## src/rtl/rs485_responder.sv

```systemverilog
// RS485 half-duplex slave: decodes [ADDR][CMD][DATA][CHK] requests against a 4x8 register bank
// and answers unicast requests with a 4-byte [DEV_ADDR][CMD][VAL][CHK] response after a turnaround gap.
module rs485_responder #(
    parameter int unsigned CLK_DIV      = 16,
    parameter logic [7:0]  DEV_ADDR     = 8'h01,
    parameter int unsigned TURN_BITS    = 2,
    parameter int unsigned TIMEOUT_BITS = 32
) (
    input  logic        clk_i,
    input  logic        rst_i,
    input  logic        rs485_rx_i,
    output logic        rs485_tx_o,
    output logic        rs485_de_o,
    output logic [31:0] regs_32b_o,
    output logic        wr_pulse_o,
    output logic [1:0]  wr_idx_2b_o,
    output logic        frame_err_o
);
    localparam int unsigned DIV_W      = $clog2(CLK_DIV);
    localparam int unsigned TURN_TICKS = TURN_BITS * 16 + 1;
    localparam int unsigned PH_W       = $clog2(TURN_TICKS + 16);
    localparam int unsigned TO_TICKS   = TIMEOUT_BITS * 16;
    localparam int unsigned TO_W       = $clog2(TO_TICKS + 1);

    typedef enum logic [1:0] {R_IDLE, R_START, R_DATA, R_STOP} r_state_t;
    typedef enum logic [2:0] {P_ADDR, P_CMD, P_DATA, P_CHK, P_TURN, P_LEAD, P_BYTE, P_TAIL} p_state_t;

    logic [DIV_W-1:0] tick_cnt;
    logic             tick;
    logic             rx_meta, rx_sync, rx_prev;

    r_state_t    r_state_q, r_state_d;
    logic [3:0]  r_cnt_q, r_cnt_d;
    logic [2:0]  r_bit_q, r_bit_d;
    logic [7:0]  r_shift_q, r_shift_d;
    logic        bv_q, bv_d, serr_q, serr_d;

    p_state_t    p_state_q, p_state_d;
    logic [7:0]  addr_q, addr_d, cmd_q, cmd_d, data_q, data_d;
    logic [31:0] regs_d, resp_q, resp_d;
    logic [9:0]  sh_q, sh_d;
    logic [PH_W-1:0] ph_q, ph_d;
    logic [3:0]  bit_q, bit_d;
    logic [1:0]  byte_q, byte_d;
    logic [TO_W-1:0] to_cnt_q, to_cnt_d;
    logic        tx_d, de_d, wr_d, ferr_d;
    logic [1:0]  widx_d;

    logic        rx_hold, rx_active, to_evt, hit, bcast, chk_ok;
    logic [7:0]  cur_val, val;

    // Oversample tick generator
    assign tick = (tick_cnt == DIV_W'(CLK_DIV - 1));
    always_ff @(posedge clk_i or posedge rst_i) begin
        if (rst_i) tick_cnt <= '0;
        else       tick_cnt <= tick ? '0 : tick_cnt + DIV_W'(1);
    end

    assign rx_hold   = (p_state_q inside {P_TURN, P_LEAD, P_BYTE, P_TAIL});
    assign rx_active = (p_state_q inside {P_CMD, P_DATA, P_CHK});
    assign to_evt    = rx_active && (r_state_q == R_IDLE) && !bv_q && tick
                       && (to_cnt_q == TO_W'(TO_TICKS - 1));
    assign hit       = (addr_q == DEV_ADDR);
    assign bcast     = (addr_q == 8'h00);
    assign chk_ok    = (r_shift_q == (addr_q ^ cmd_q ^ data_q));
    assign cur_val   = regs_32b_o[{cmd_q[1:0], 3'b000} +: 8];
    assign val       = cmd_q[7] ? data_q : cur_val;

    always_ff @(posedge clk_i or posedge rst_i) begin
        if (rst_i) begin
            rx_meta     <= 1'b1;
            rx_sync     <= 1'b1;
            rx_prev     <= 1'b1;
            r_state_q   <= R_IDLE;
            r_cnt_q     <= '0;
            r_bit_q     <= '0;
            r_shift_q   <= '0;
            bv_q        <= 1'b0;
            serr_q      <= 1'b0;
            p_state_q   <= P_ADDR;
            addr_q      <= '0;
            cmd_q       <= '0;
            data_q      <= '0;
            regs_32b_o  <= '0;
            resp_q      <= '0;
            sh_q        <= '1;
            ph_q        <= '0;
            bit_q       <= '0;
            byte_q      <= '0;
            to_cnt_q    <= '0;
            rs485_tx_o  <= 1'b1;
            rs485_de_o  <= 1'b0;
            wr_pulse_o  <= 1'b0;
            wr_idx_2b_o <= '0;
            frame_err_o <= 1'b0;
        end else begin
            rx_meta     <= rs485_rx_i;
            rx_sync     <= rx_meta;
            rx_prev     <= rx_sync;
            r_state_q   <= r_state_d;
            r_cnt_q     <= r_cnt_d;
            r_bit_q     <= r_bit_d;
            r_shift_q   <= r_shift_d;
            bv_q        <= bv_d;
            serr_q      <= serr_d;
            p_state_q   <= p_state_d;
            addr_q      <= addr_d;
            cmd_q       <= cmd_d;
            data_q      <= data_d;
            regs_32b_o  <= regs_d;
            resp_q      <= resp_d;
            sh_q        <= sh_d;
            ph_q        <= ph_d;
            bit_q       <= bit_d;
            byte_q      <= byte_d;
            to_cnt_q    <= to_cnt_d;
            rs485_tx_o  <= tx_d;
            rs485_de_o  <= de_d;
            wr_pulse_o  <= wr_d;
            wr_idx_2b_o <= widx_d;
            frame_err_o <= ferr_d;
        end
    end

    // Receiver: start qualified at mid start bit, then one sample per 16 ticks
    always_comb begin
        r_state_d = r_state_q;
        r_cnt_d   = r_cnt_q;
        r_bit_d   = r_bit_q;
        r_shift_d = r_shift_q;
        bv_d      = 1'b0;
        serr_d    = 1'b0;
        if (rx_hold) begin
            r_state_d = R_IDLE;
        end else begin
            case (r_state_q)
                R_IDLE: if (rx_prev && !rx_sync) begin
                    r_state_d = R_START;
                    r_cnt_d   = '0;
                end
                R_START: if (tick) begin
                    r_cnt_d = r_cnt_q + 4'd1;
                    if (r_cnt_q == 4'd7) begin
                        r_cnt_d   = '0;
                        r_bit_d   = '0;
                        r_state_d = rx_sync ? R_IDLE : R_DATA;
                    end
                end
                R_DATA: if (tick) begin
                    r_cnt_d = r_cnt_q + 4'd1;
                    if (r_cnt_q == 4'd15) begin
                        r_shift_d = {rx_sync, r_shift_q[7:1]};
                        r_bit_d   = r_bit_q + 3'd1;
                        if (r_bit_q == 3'd7) r_state_d = R_STOP;
                    end
                end
                R_STOP: if (tick) begin
                    r_cnt_d = r_cnt_q + 4'd1;
                    if (r_cnt_q == 4'd15) begin
                        bv_d      = rx_sync;
                        serr_d    = !rx_sync;
                        r_state_d = R_IDLE;
                    end
                end
                default: r_state_d = R_IDLE;
            endcase
        end
    end

    // Parser, register bank and response transmitter
    always_comb begin
        p_state_d = p_state_q;
        addr_d    = addr_q;
        cmd_d     = cmd_q;
        data_d    = data_q;
        regs_d    = regs_32b_o;
        resp_d    = resp_q;
        sh_d      = sh_q;
        ph_d      = ph_q;
        bit_d     = bit_q;
        byte_d    = byte_q;
        to_cnt_d  = '0;
        wr_d      = 1'b0;
        widx_d    = wr_idx_2b_o;
        ferr_d    = 1'b0;
        if (rx_active && (r_state_q == R_IDLE) && !bv_q)
            to_cnt_d = tick ? to_cnt_q + TO_W'(1) : to_cnt_q;
        case (p_state_q)
            P_ADDR, P_CMD, P_DATA, P_CHK: begin
                if (serr_q) begin
                    ferr_d    = 1'b1;
                    p_state_d = P_ADDR;
                end else if (bv_q) begin
                    case (p_state_q)
                        P_ADDR: begin addr_d = r_shift_q; p_state_d = P_CMD;  end
                        P_CMD:  begin cmd_d  = r_shift_q; p_state_d = P_DATA; end
                        P_DATA: begin data_d = r_shift_q; p_state_d = P_CHK;  end
                        default: begin
                            p_state_d = P_ADDR;
                            if ((hit || bcast) && !chk_ok) begin
                                ferr_d = 1'b1;
                            end else if (hit || bcast) begin
                                if (cmd_q[7]) begin
                                    regs_d[{cmd_q[1:0], 3'b000} +: 8] = data_q;
                                    wr_d   = 1'b1;
                                    widx_d = cmd_q[1:0];
                                end
                                if (hit) begin
                                    resp_d    = {DEV_ADDR ^ cmd_q ^ val, val, cmd_q, DEV_ADDR};
                                    ph_d      = '0;
                                    p_state_d = P_TURN;
                                end
                            end
                        end
                    endcase
                end else if (to_evt) begin
                    ferr_d    = 1'b1;
                    p_state_d = P_ADDR;
                end
            end
            P_TURN: if (tick) begin
                ph_d = ph_q + PH_W'(1);
                if (ph_q == PH_W'(TURN_TICKS - 1)) begin
                    ph_d      = '0;
                    p_state_d = P_LEAD;
                end
            end
            P_LEAD: if (tick) begin
                ph_d = ph_q + PH_W'(1);
                if (ph_q == PH_W'(15)) begin
                    ph_d      = '0;
                    bit_d     = '0;
                    byte_d    = '0;
                    sh_d      = {1'b1, resp_q[7:0], 1'b0};
                    resp_d    = {8'h00, resp_q[31:8]};
                    p_state_d = P_BYTE;
                end
            end
            P_BYTE: if (tick) begin
                ph_d = ph_q + PH_W'(1);
                if (ph_q == PH_W'(15)) begin
                    ph_d = '0;
                    if (bit_q == 4'd9) begin
                        if (byte_q == 2'd3) begin
                            p_state_d = P_TAIL;
                        end else begin
                            byte_d = byte_q + 2'd1;
                            bit_d  = '0;
                            sh_d   = {1'b1, resp_q[7:0], 1'b0};
                            resp_d = {8'h00, resp_q[31:8]};
                        end
                    end else begin
                        bit_d = bit_q + 4'd1;
                        sh_d  = {1'b1, sh_q[9:1]};
                    end
                end
            end
            P_TAIL: if (tick) begin
                ph_d = ph_q + PH_W'(1);
                if (ph_q == PH_W'(15)) begin
                    ph_d      = '0;
                    p_state_d = P_ADDR;
                end
            end
            default: p_state_d = P_ADDR;
        endcase
        de_d = (p_state_d inside {P_LEAD, P_BYTE, P_TAIL});
        tx_d = (p_state_d == P_BYTE) ? sh_d[0] : 1'b1;
    end
endmodule
```

## config.mk

```make
export PLATFORM = sky130hd
export DESIGN_NAME = rs485_responder
export DESIGN_NICKNAME = d
export VERILOG_FILES = /design/src/rtl/rs485_responder.sv
export SDC_FILE = /design/constraint.sdc
export NUM_CORES = 1
export LEC_CHECK = 0
export BUFFER_PORTS_ARGS = -buffer_cell sky130_fd_sc_hd__buf_2
export CAP_MARGIN = 5
export CELL_PAD_IN_SITES_DETAIL_PLACEMENT = 0
export CELL_PAD_IN_SITES_GLOBAL_PLACEMENT = 2
export CORE_UTILIZATION = 40
export DETAILED_ROUTE_END_ITERATION = 7
export HOLD_SLACK_MARGIN = 0.05
export PLACE_DENSITY = 0.85
export REMOVE_ABC_BUFFERS = 1
export SLEW_MARGIN = 10
export SYNTH_ARGS = -nofsm -noshare
export SYNTH_HDL_FRONTEND = slang
export SYNTH_SLANG_ARGS = --single-unit
export TNS_END_PERCENT = 100
```

## constraint.sdc

```tcl
create_clock -name clk_i -period 4.9 [get_ports clk_i]
set_input_delay 0.245 -clock clk_i [delete_from_list [all_inputs] [get_ports clk_i]]
set_output_delay 0.245 -clock clk_i [all_outputs]
set_load 0.005 [all_outputs]
```

==> flow_metrics.py <==
metrics = {
    "synth": {
        "yosys_warnings": 0,
        "syn_inst": 751,
        "muxShareOfSynthArea": 0.170,
        "async_flop_share": 1.00,
        "yosysUniqueCellTypes": 69,
        "syn-cell-area_um2": 8080,
        "ys.flop_type": "dfrtp_1",
        "synth_xor_area_frac": 0.0455,
        "ys_seq_area_frac": 0.482,
        "synth_edf_count": 0,
        "synth_top_family_by_area": "multiplexers",
        "synthAdderAreaFrac": 0.0232,
        "synth-simple-area-share": 0.145,
        "synth-compound-area-share": 0.0782,
        "syn_avg_cell_area_um2": 10.8,
        "synth-seq-cells": 155,
    },
    "sta": {
        "tns_ns": 0,
        "finClkSkew_ns": 0.0126,
        "grt_setup_unrepaired": "false",
        "min_period_over_period": 0.641,
        "period_minus_slack_ns": 3.14,
        "hold_viol": 0,
        "setup-violations-final": 0,
        "clock.fmax_mhz": 318,
        "drv_slew": 0,
        "relSlewSlack": 0.202,
        "hold_ws_ns": 0.0725,
        "worst_pin_slew_ns": 1.19,
    },
    "grt": {
        "grt_max_degree": 110,
        "grt_pass1_vias": 5589,
        "track_usage": 0.185,
        "antenna_found_initial": 0,
        "grt_first_pass_wirelength_mm": 29.5,
        "grt-ovfl-total": 0,
    },
    "power_and_ir_drop": {
        "leakage_uw": 0.00426,
        "ir_worst_vdd_mv": 0.208,
        "switchingPower_uw": 629,
        "power_density_nw_per_um2": 301,
        "clock_power_share": 0.489,
        "seq_power_share": 0.485,
        "p_sw_frac": 0.232,
        "comb_power_share": 0.026,
        "p_int_uw": 2080,
    },
    "floorplanning": {
        "die_h_um": 144,
        "die-area_um2": 20800,
        "rows": 51,
        "core-area_um2": 19700,
        "die_width_um": 144,
        "ios": 41,
        "start_util": 0.411,
    },
    "finish": {
        "insertedDiodeCount": 0,
        "fillers": 1899,
        "area_delta_synth_final_pct": 11.3,
        "utilization": 0.457,
        "nets": 792,
        "drive_above_1_share": 0.221,
        "final_cell_mix": "141 x dfrtp_1, 110 x nand2_1, 60 x mux2i_1, 53 x inv_1, 40 x buf_2",
        "design_area_um2": 8990,
        "layout_commonest_cell": "dfrtp_1",
    },
    "setup_path": {
        "crit_type": "flip-flop to flip-flop",
        "path_cells": "xor2_1, xnor2_1, nand4_1, nor2_4, o21a_2, mux2_2",
        "cp_max_fo": 32,
        "crit_required_ns": 5.21,
        "cp_top_family": "compound AO/OA/AOI/OAI gates",
        "end_kind": "flip-flop",
        "crit_arrival_ns": 3.45,
        "cp_slowest_stage_delay_ns": 0.88,
        "cp.buffers_inverters": 0,
        "slowest_stage": "o21a_2",
        "startpoint_type": "flip-flop",
    },
    "drt": {
        "wl_per_cell_um": 16.6,
        "remaining_drc_errors": 0,
        "drt_iter0_markers": 352,
        "routed_via_density": 5.17,
        "vias": 5438,
        "antenna_left": 0,
        "drt_first_pass_iters": 4,
        "wl_mm": 17.5,
    },
    "cts": {
        "cts_buffers": 17,
        "clkTransAtPathRegs_ns": 0.07,
        "clock-sinks": 155,
        "clock_path_buffers": 2,
        "htreeDepth": 4,
        "cts_tree": "yes",
        "clock-root-buffer": "clkbuf_16",
        "cts_resized": 0,
        "clock_latency_ns": 0.43,
    },
    "placed_design": {
        "place_hpwl_mm": 11.8,
        "gp_congestion": 0.768,
        "port_buffers": 40,
        "postPlaceCellArea_um2": 8390,
    },
    "hold_path": {
        "hp-class": "primary input to async pin",
    },
    "status": {
        "status": "complete, no violations",
    },
    "run": {
        "max-cap-violations": 0,
    },
}
## cell usage after synthesis (4+ instances only)
| library cell | instances | area, µm² |
|---|---|---|
| a21oi_1 | 17 | 85.1 |
| a221o_1 | 6 | 60.1 |
| a31oi_1 | 4 | 25.0 |
| and3_1 | 9 | 56.3 |
| buf_2 | 16 | 80.1 |
| buf_4 | 6 | 45.0 |
| clkbuf_1 | 11 | 41.3 |
| dfrtp_1 | 141 | 3530 |
| dfstp_2 | 14 | 368 |
| ha_1 | 15 | 188 |
| inv_1 | 54 | 203 |
| mux2_2 | 39 | 439 |
| mux2_4 | 22 | 330 |
| mux2i_1 | 60 | 601 |
| nand2_1 | 110 | 413 |
| nand2b_1 | 5 | 31.3 |
| nand3_1 | 14 | 70.1 |
| nand3b_1 | 4 | 30.0 |
| nand4_1 | 6 | 37.5 |
| nand4_2 | 4 | 50.1 |
| nor2_1 | 38 | 143 |
| nor3_1 | 7 | 35.0 |
| nor3b_1 | 5 | 37.5 |
| o21a_1 | 4 | 30.0 |
| o21ai_0 | 30 | 150 |
| o22ai_1 | 8 | 50.1 |
| xnor2_1 | 24 | 210 |
| xor2_1 | 18 | 158 |
## power groups by stage
stage               logic [µW]  clock network, µW  registers [µW]
detailed placement        71.3                  0            1340
global placement          66.9                  0            1340
global route              81.2               1420            1320
floorplan                 53.9                  0            1330
finish                    69.9               1320            1310
CTS                       72.2               1350            1310
## final timing paths
path / depth (start not counted) / startpoint / endpoint / slack (ns)
min in group clk_i: 0 / rx_meta / rx_sync / 0.36
max in group asynchronous: 3 / rst_i / resp_q[0] / 3.65
hold reg to reg: 0 / rx_meta / rx_sync / 0.36
setup / recovery: 6 / cmd_q[1] / resp_q[29] / 1.76
hold / removal: 2 / rst_i / r_bit_q[0] / 0.07
setup reg to reg: 6 / cmd_q[1] / resp_q[29] / 1.76
## cell families after synthesis
kind of cell / after synthesis
and+or+nand+nor: 229
adders and majority gates: 15
DFF: 155
xor gates and xnor gates: 42
AOI/OAI and AO/OA: 95
buffers and inverters: 94
muxes: 121
## routing by layer
layer  global-route usage  wire, µm  vias to the layer above
li1                     -         -                     2626
met5                    0         0                        -
met3               0.0397       627                        7
met4               0.0448       131                        0
met2                0.289      8180                       88
met1                0.260      8550                     2717
## stage by stage
step,power [µW],worst slack (ns),instances
4_1_cts,2740,1.74,1052
3_3_place_gp,1400,1.81,1019
6_report,2710,1.76,1052
2_1_floorplan,1390,0.500,711
5_1_grt,2810,1.55,1052
3_5_place_dp,1410,1.77,1019
## sequential cells by signal (all words and copies together), names as in the netlist, 6 cells and up
| name | cells |
|---|---|
| addr_q | 8 |
| cmd_q | 8 |
| data_q | 8 |
| ph_q | 6 |
| r_shift_q | 8 |
| regs_32b_o | 32 |
| resp_q | 32 |
| sh_q | 10 |
| to_cnt_q | 10 |
## timing repair
item	4_1_cts	5_1_grt
buffers inserted	0	0
hold endpoints to repair	1	0
hold buffers	1	0
## area by class of cell
class                   instances  area [µm²]  area share
inverters                      54         208      0.0231
well taps                     265         332      0.0369
clock buffers                  17         425      0.0473
repair buffers                 44         233      0.0259
flip-flops and latches        155        3900       0.433
clock inverters                15         163      0.0181
multi-input cells             502        3730       0.415
Note: power is estimated with default switching activity, not from simulation.
